File: config.mk
export PLATFORM = sky130hd
export DESIGN_NAME = mar_ram_unit
export DESIGN_NICKNAME = d
export VERILOG_FILES = /design/src/rtl/mar_ram_unit_pkg.sv /design/src/rtl/mar_ram_unit_ram_16x8_array.sv /design/src/rtl/mar_ram_unit.sv
export SDC_FILE = /design/constraint.sdc
export NUM_CORES = 1
export LEC_CHECK = 0
export ABC_CLOCK_PERIOD_IN_PS = 3600
export CORE_MARGIN = 2
export CORE_UTILIZATION = 40
export CTS_BUF_LIST = sky130_fd_sc_hd__clkbuf_4 sky130_fd_sc_hd__clkbuf_8
export DETAILED_ROUTE_END_ITERATION = 8
export GPL_TIMING_DRIVEN = 1
export PLACE_DENSITY = 0.57
export SLEW_MARGIN = 5
export SYNTH_ARGS = -nofsm -noshare
export SYNTH_HDL_FRONTEND = slang
export SYNTH_SLANG_ARGS = --single-unit
File: constraint.sdc
create_clock -name clk -period 3.6 [get_ports clk]
set_input_delay 0.54 -clock clk [delete_from_list [all_inputs] [get_ports clk]]
set_output_delay 0.54 -clock clk [all_outputs]
set_load 0.01 [all_outputs]
File: src/rtl/mar_ram_unit_pkg.sv
// Shared computer package: MAR/RAM size defaults, FSM encoding and strobe polarity.
package mar_ram_unit_pkg;

  localparam int unsigned ADDR_W_DEF = 4;
  localparam int unsigned DATA_W_DEF = 8;

  localparam logic [0:0] ST_LOAD = 1'b0;
  localparam logic [0:0] ST_RUN  = 1'b1;

  // Control strobes are active-low.
  localparam logic STROBE_ON  = 1'b0;
  localparam logic STROBE_OFF = 1'b1;

endpackage

File: src/rtl/mar_ram_unit_ram_16x8_array.sv
// Storage array: synchronous write port, asynchronous read port, contents not reset.
module ram_16x8_array #(
  parameter int unsigned ADDR_W = 4,
  parameter int unsigned DATA_W = 8
) (
  input  logic              clk,
  input  logic              we,
  input  logic [ADDR_W-1:0] waddr,
  input  logic [DATA_W-1:0] wdata,
  input  logic [ADDR_W-1:0] raddr,
  output logic [DATA_W-1:0] rdata
);

  localparam int unsigned DEPTH = 1 << ADDR_W;

  logic [DATA_W-1:0] mem [DEPTH];

  always_ff @(posedge clk) begin
    if (we) mem[waddr] <= wdata;
  end

  assign rdata = mem[raddr];

endmodule

File: src/rtl/mar_ram_unit.sv
// MAR + RAM unit: LOAD mode accepts program words, RUN mode serves bus strobes.
module mar_ram_unit
  import mar_ram_unit_pkg::*;
#(
  parameter int unsigned ADDR_W = ADDR_W_DEF,
  parameter int unsigned DATA_W = DATA_W_DEF
) (
  input  logic                clk,
  input  logic                rstn,
  input  logic [DATA_W-1:0]   bus_in,
  output logic [DATA_W-1:0]   bus_out,
  output logic                bus_oe,
  input  logic                load_mar_bar,
  input  logic                ram_read_bar,
  input  logic                ram_write_bar,
  input  logic                enable_ram_bar,
  input  logic                prog_mode,
  input  logic                prog_valid,
  output logic                prog_ready,
  input  logic [ADDR_W-1:0]   prog_addr,
  input  logic [DATA_W-1:0]   prog_data,
  output logic [ADDR_W:0]     prog_count,
  output logic [ADDR_W-1:0]   mar_q,
  output logic                access_err
);

  localparam int unsigned CNT_W = ADDR_W + 1;

  logic [0:0]        state_q, state_d;
  logic [ADDR_W-1:0] mar_d;
  logic [DATA_W-1:0] rd_latch_q, rd_latch_d;
  logic [CNT_W-1:0]  prog_count_q, prog_count_d;
  logic              access_err_q, access_err_d;

  logic              ram_we;
  logic [ADDR_W-1:0] ram_waddr;
  logic [DATA_W-1:0] ram_wdata;
  logic [DATA_W-1:0] ram_rdata;
  logic              rd_sel, wr_sel;

  assign rd_sel = (ram_read_bar  == STROBE_ON);
  assign wr_sel = (ram_write_bar == STROBE_ON);

  // Next-state, datapath and RAM write-port selection.
  always_comb begin
    state_d      = prog_mode ? ST_LOAD : ST_RUN;
    mar_d        = mar_q;
    rd_latch_d   = rd_latch_q;
    prog_count_d = prog_count_q;
    access_err_d = access_err_q;
    ram_we       = 1'b0;
    ram_waddr    = mar_q;
    ram_wdata    = bus_in;

    if (state_q == ST_LOAD) begin
      if (prog_valid) begin
        ram_we    = 1'b1;
        ram_waddr = prog_addr;
        ram_wdata = prog_data;
        if (prog_count_q != '1) prog_count_d = prog_count_q + CNT_W'(1);
      end
    end else begin
      if (load_mar_bar == STROBE_ON) mar_d = bus_in[ADDR_W-1:0];
      if (rd_sel && wr_sel) begin
        access_err_d = 1'b1;
      end else if (rd_sel) begin
        rd_latch_d = ram_rdata;
      end else if (wr_sel) begin
        ram_we = 1'b1;
      end
      if (state_d == ST_LOAD) begin
        prog_count_d = '0;
        access_err_d = 1'b0;
      end
    end

    // A write offered while reset is held must not land in the array.
    if (!rstn) ram_we = 1'b0;
  end

  always_ff @(posedge clk or negedge rstn) begin
    if (!rstn) begin
      state_q      <= ST_LOAD;
      mar_q        <= '0;
      rd_latch_q   <= '0;
      prog_count_q <= '0;
      access_err_q <= 1'b0;
    end else begin
      state_q      <= state_d;
      mar_q        <= mar_d;
      rd_latch_q   <= rd_latch_d;
      prog_count_q <= prog_count_d;
      access_err_q <= access_err_d;
    end
  end

  ram_16x8_array #(
    .ADDR_W(ADDR_W),
    .DATA_W(DATA_W)
  ) u_ram (
    .clk  (clk),
    .we   (ram_we),
    .waddr(ram_waddr),
    .wdata(ram_wdata),
    .raddr(mar_q),
    .rdata(ram_rdata)
  );

  assign prog_ready = (state_q == ST_LOAD);
  assign bus_oe     = (state_q == ST_RUN) && (enable_ram_bar == STROBE_ON);
  assign bus_out    = bus_oe ? rd_latch_q : '0;
  assign prog_count = prog_count_q;
  assign access_err = access_err_q;

endmodule

==> results.toml, run 1 <==
[run_status]
status = "completed"

[grt]
grt_max_degree = 27
grt_pass1_vias = 3355
grt_pass1_wl_um = 20780
track_usage_pct = 18.22
antenna_found_initial = 0
grt_overflow = 0

[synth]
ys_async_sr_fraction_pct = 12.93
syn_area_um2 = 6041
avgSynthCellArea_um2 = 17.46
ys_ff_latch = 147
synth_nets = 376
yosys-top-cells-area = "edfxtp_1, mux4_2, dfrtp_1"
seq_area_frac_synth_pct = 71.50
synth_top_cell_by_area = "edfxtp_1"
synth_edf_count = 128
ys_types = 37
synth-main-ff-cell = "edfxtp_1"
synth_top_area_share_pct = 63.63
synth_cells = 346
synthMostInstantiatedCell = "edfxtp_1"
ys_warn_count = 0
synth_common_cells = "edfxtp_1, nand2_1, mux4_2, nor2_1, mux2i_1"

[final_layout]
drive_gt1_share_pct = 19.03
seq_area_um2 = 4320
nets = 448
multiInputGateArea_um2 = 1624
finalNonFillerCells = 615
antenna_cells = 0
syn2layout_area_growth_pct = 20.80
fillers = 1227

[power]
swShare_pct = 22.86
comb_power_share_pct = 12.0
p_int_uw = 3047
p_clk_share_pct = 37.9
power_density_nw_per_um2 = 541.3
power_leakage_uw = 0.002558
power.share.sequential_pct = 50.1
ir_drop_mv = 0.2158
switchingPower_uw = 902.9
power_uw = 3950

[drt]
wl_per_cell_um = 22.50
detail-route-antenna-nets = 0
wirelength_um = 13840
drt_first_pass_iters = 5
initialDrtViolationCount = 311
vias = 3389
vias_per_cell = 5.511
drc = 0

[critical_path]
crit_required_ns = 3.06
critical_path_class = "reg -> out"
path_max_fanout = 15
cpPeakStageDelay_ns = 0.61
cp-end-kind = "output pin"
path_cells = "inv_1 -> nor2_1 -> buf_4 -> and2_1 -> clkdlybuf4s50_1"
cp_slowest_cell = "dfrtp_1"
cp-start-kind = "register"
worst_ep_arrival_time_ns = 2.30

[sta]
finalClockSkew_ns = 0.006886
setup_violations = 0
fin_crit_sh_pct = 79.02
timing.final.crit_period_ns = 2.845
tightestPinTransition_ns = 0.7602
setup_ws_ns = 0.7555
timing.fmax_mhz = 351.6
report.final.slew_viol_count = 0
whs_ns = 0.4842
final_hold_viol_count = 0
rsz0062_at_grt = "false"
fin_tns_setup_ns = 0
max_slew_margin_pct = 49.13

[clocking]
clk_pin_slew_ns = 0.08
post_cts_buffers = 0
ctsLongestPathBuffers = 2
root_buffer = "clkbuf_8"
holdBufCountCts = 0
cts_made_buffers = 17
h-tree-depth = 4
clkSinkCount = 147
insertion_delay_ns = 0.44
cts_resized = 0
cts_tree = "built"

[worst_hold_path]
hp-class = "reg -> reg"

[placed_design]
dp_hpwl_um = 8871
post-place-ws_ns = 0.8117
gp_congestion = 0.7984
portBuffers = 47
dp.cells = 583

[die]
initial_utilization_pct = 41.25
die_h_um = 126.9
num_rows = 44
ios = 48
die_area_um2 = 16100
die_x_um = 126.9
core_area_um2 = 14640

[flow_run]
cap_violations = 0
critical path: cells and delay by family (launching register included):
family	cells	cell delay, ns
buf+inv	3	0.93
flops	1	0.61
simple gates	2	0.31
power by group through the flow:
stage	Combinational, µW	Sequential, µW	Clock [µW]
detailed placement	482	2020	0
CTS	483	1980	1520
finish	475	1980	1500
global placement	474	2010	0
global route	514	1990	1600
floorplan	312	1990	0
through the flow:
| stage | utilization, % | instance area, µm² |
|---|---|---|
| after floorplan | - | 6041 |
| after global placement | 46.61 | 6825 |
| after detailed placement | 46.61 | 6825 |
| after CTS | 49.83 | 7297 |
| after global routing | 49.83 | 7297 |
| final | 49.83 | 7297 |
final timing paths:
check	slack [ns]	startpoint	cells after the start	to
max	0.76	state_q$_DFF_PN0_	5	bus_out[3]
min	0.48	rd_latch_q[1]$_DFFE_PN0P_	2	rd_latch_q[1]$_DFFE_PN0P_
max reg2reg	1.24	state_q$_DFF_PN0_	5	u_ram.mem[11][4]$_DFFE_PP_
min reg2reg	0.48	rd_latch_q[1]$_DFFE_PN0P_	2	rd_latch_q[1]$_DFFE_PN0P_
max in group asynchronous	2.86	rstn	2	mar_q[1]$_DFFE_PN0P_
min in group asynchronous	0.51	rstn	2	prog_count[0]$_DFFE_PN0P_
flip-flops by register name, indices dropped and copies added (netlist names):
signal and flops:
mar_q 4, prog_count 5, u_ram.mem 128, access_err 1, rd_latch_q 8, state_q 1
per-layer routing:
metal / part of all wire (%) / GRT usage (%) / wire [µm] / vias to the layer above
li1: - / - / - / 1505
met1: 43 / 25.14 / 6000 / 1742
met2: 48 / 27.64 / 6616 / 124
met3: 7.4 / 5.441 / 1020 / 18
met4: 1.5 / 6.593 / 202 / 0
met5: 0 / 0 / 0 / -
cells by family after synthesis:
logic type,count (synthesis),synth area share (%)
xor gates and xnor gates,1,0.1450
DFF,147,71.50
AOI/OAI and AO/OA,30,3.211
buffers and inverters,20,1.616
adders and majority gates,2,0.4142
and+or+nand+nor,91,7.270
muxes,55,15.85
cell type report:
class | count | share of cell area [%]
clock buffer | 17 | 3.206
clock inverter | 15 | 3.258
inverter | 4 | 0.2058
multi-input combinational | 179 | 22.26
sequential | 147 | 59.21
tap | 184 | 3.155
timing repair buffer | 69 | 8.711
cell usage in the layout, fill, tap and decap left out, drive strengths merged, types with 2 or more instances in the layout:
cell / n
a31oi: 5
ha: 2
o22ai: 2
nor3b: 6
clkinvlp: 4
nand3b: 2
nor2b: 4
and3: 4
o21ai: 11
mux4: 30
mux2i: 21
nor2: 22
dfrtp: 19
inv: 4
buf: 22
nand2: 35
and2: 9
bufinv: 6
clkinv: 5
nor3: 4
edfxtp: 128
a2bb2oi: 2
clkdlybuf4s50: 47
mux2: 4
clkbuf: 17
a21oi: 2
o221ai: 5
Power figures use the tool's default switching activity.
==> run 2: changes to the inputs <==
--- a/config.mk
+++ b/config.mk
@@ -5,7 +5,7 @@
 export SDC_FILE = /design/constraint.sdc
 export NUM_CORES = 1
 export LEC_CHECK = 0
-export ABC_CLOCK_PERIOD_IN_PS = 3600
+export ABC_CLOCK_PERIOD_IN_PS = 2750
 export CORE_MARGIN = 2
 export CORE_UTILIZATION = 40
 export CTS_BUF_LIST = sky130_fd_sc_hd__clkbuf_4 sky130_fd_sc_hd__clkbuf_8
==> constraint.sdc (replaced) <==
create_clock -name clk -period 2.75 [get_ports clk]
set_input_delay 0.4125 -clock clk [delete_from_list [all_inputs] [get_ports clk]]
set_output_delay 0.4125 -clock clk [all_outputs]
set_load 0.01 [all_outputs]
==> run 2 against run 1 <==
Against the previous run:
- worst hold slack worse by 0.066 ns
- register-to-register slack got worse by 0.59 ns
- sequential share of layout area fell by 0.77 points
- critical path depth unchanged
- non-clock buffer count rose by 6
- final cell count increased by 0.98%
- clock power increased by 36%
- clock-buffer cell count increased by 6
- setup slack worse by 0.45 ns
- sequential cell count unchanged
- total power grew 34%
- highest routed layer unchanged
==> results.toml, run 2 (same netlist as run 1, synthesis figures left out) <==
[critical_path]
ff2ff_setup_slack_ns = 0.65
worst_ep_arrival_time_ns = 2.03
path_max_fanout = 9
crit_path_end = "bus_out[6]"
worstReg2RegEnd = "u_ram.mem[1][7]$_DFFE_PP_"
critical_path_class = "reg -> out"
r2r_start = "mar_q[1]$_DFFE_PN0P_"
startpoint = "state_q$_DFF_PN0_"
cp-start-kind = "register"
cp-end-kind = "output pin"
crit_required_ns = 2.34
r2r_cells = 5

[clocking]
root_buffer = "clkbuf_8"
holdBufCountCts = 0
clkSinkCount = 147
cts_made_buffers = 17
cts_tree = "built"
insertion_delay_ns = 0.43
clk_pin_slew_ns = 0.08
h-tree-depth = 4
ctsLongestPathBuffers = 2

[sta]
tightestPinTransition_ns = 0.6341
rsz0062_at_grt = "false"
final_hold_viol_count = 0
finalClockSkew_ns = 0.01035
setup_violations = 0
fin_crit_sh_pct = 88.84
timing.final.crit_period_ns = 2.443
timing.fmax_mhz = 409.3
report.final.slew_viol_count = 0
fin_tns_setup_ns = 0
max_slew_margin_pct = 57.62

[die]
num_rows = 44
ios = 48
die_area_um2 = 16100
die_x_um = 126.9
initial_utilization_pct = 41.25
die_h_um = 126.9
core_area_um2 = 14640

[placed_design]
dp_hpwl_um = 8899
portBuffers = 47
gp_congestion = 0.7713

[grt]
grt_overflow = 0
grtUsageMet2_pct = 27.55
grt_max_degree = 33
track_usage_pct = 17.73
grt_pass1_wl_um = 20760
antenna_found_initial = 0
met3_usage_pct = 4.049
grt_use_met1_pct = 25.22
grt_pass1_vias = 3415
busiest_layer = "met2"

[power]
comb_power_share_pct = 12.4
power_density_nw_per_um2 = 713.5
ir_drop_mv = 0.3015
p_int_uw = 4120
switchingPower_uw = 1157
power.share.sequential_pct = 49.0
power_leakage_uw = 0.002622
p_clk_share_pct = 38.7
swShare_pct = 21.92

[drt]
wl_per_cell_um = 21.48
detail-route-antenna-nets = 0
vias_per_cell = 5.415
vias = 3363
drt_first_pass_iters = 5
initialDrtViolationCount = 276
wirelength_um = 13340
drc = 0

[final_layout]
layout_commonest_cell = "edfxtp_1"
final_cell_mix = "edfxtp_1, clkdlybuf4s50_1, nand2_1, buf_4, mux4_2"
antenna_cells = 0
multiInputGateArea_um2 = 1624
syn2layout_area_growth_pct = 22.43
drive_gt1_share_pct = 20.59
largest_reg_flops = 128
top_register = "u_ram.mem"
nets = 454
post-route-util_pct = 50.50
fillers = 1216
seq_area_um2 = 4322

[run_status]
status = "completed"

[flow_run]
cap_violations = 0

[worst_hold_path]
hp-class = "in -> async"
run 2: final cells by class:
type	count	share of cell area, %
clock buffer	23	4.026
timing repair buffer	75	9.542
sequential	147	58.43
multi-input combinational	179	21.96
clock inverter	9	2.724
tap	184	3.113
inverter	4	0.2030
run 2: power groups by stage:
stage / Sequential, µW / Combinational (µW) / Clock [µW]
global placement: 2640 / 650 / 0
detailed placement: 2640 / 656 / 0
floorplan: 2600 / 408 / 0
CTS: 2590 / 657 / 2080
finish: 2590 / 652 / 2040
global route: 2600 / 709 / 2190
run 2: per-stage QoR:
step,hold slack (ns),setup WS [ns],instance area (µm²),instances,power (µW)
after floorplan,0.1169,0.8334,6041,346,3010
after global placement,0.4642,0.3790,6880,587,3286
after detailed placement,0.4781,0.3590,6880,587,3295
after CTS,0.4195,0.1523,7381,619,5327
after global routing,0.4250,0.1663,7396,621,5498
final,0.4183,0.3068,7396,621,5277
run 2: repair_timing:
item,CTS,global route
setup buffers,0,2
resized for setup,1,0
setup endpoints to repair,2,2
hold endpoints to repair,0,0
run 2: per-layer routing:
metal / wire [µm] / up-vias
li1: - / 1519
met4: 119 / 0
met5: 0 / -
met2: 6350 / 120
met3: 761 / 8
met1: 6107 / 1716
run 2: critical path: stages (launching register included):
cell and delay, ns:
dfrtp_2 0.40, inv_1 0.12, nor2_1 0.12, buf_4 0.19, and2_1 0.21, clkdlybuf4s50_1 0.57
run 2: how the worst min path moves through the flow:
stage	endpoint
5_1_grt	prog_count[2]$_DFFE_PN0P_
3_5_place_dp	rd_latch_q[1]$_DFFE_PN0P_
6_report	mar_q[1]$_DFFE_PN0P_
3_3_place_gp	rd_latch_q[3]$_DFFE_PN0P_
4_1_cts	access_err$_DFFE_PN0P_
2_1_floorplan	access_err$_DFFE_PN0P_
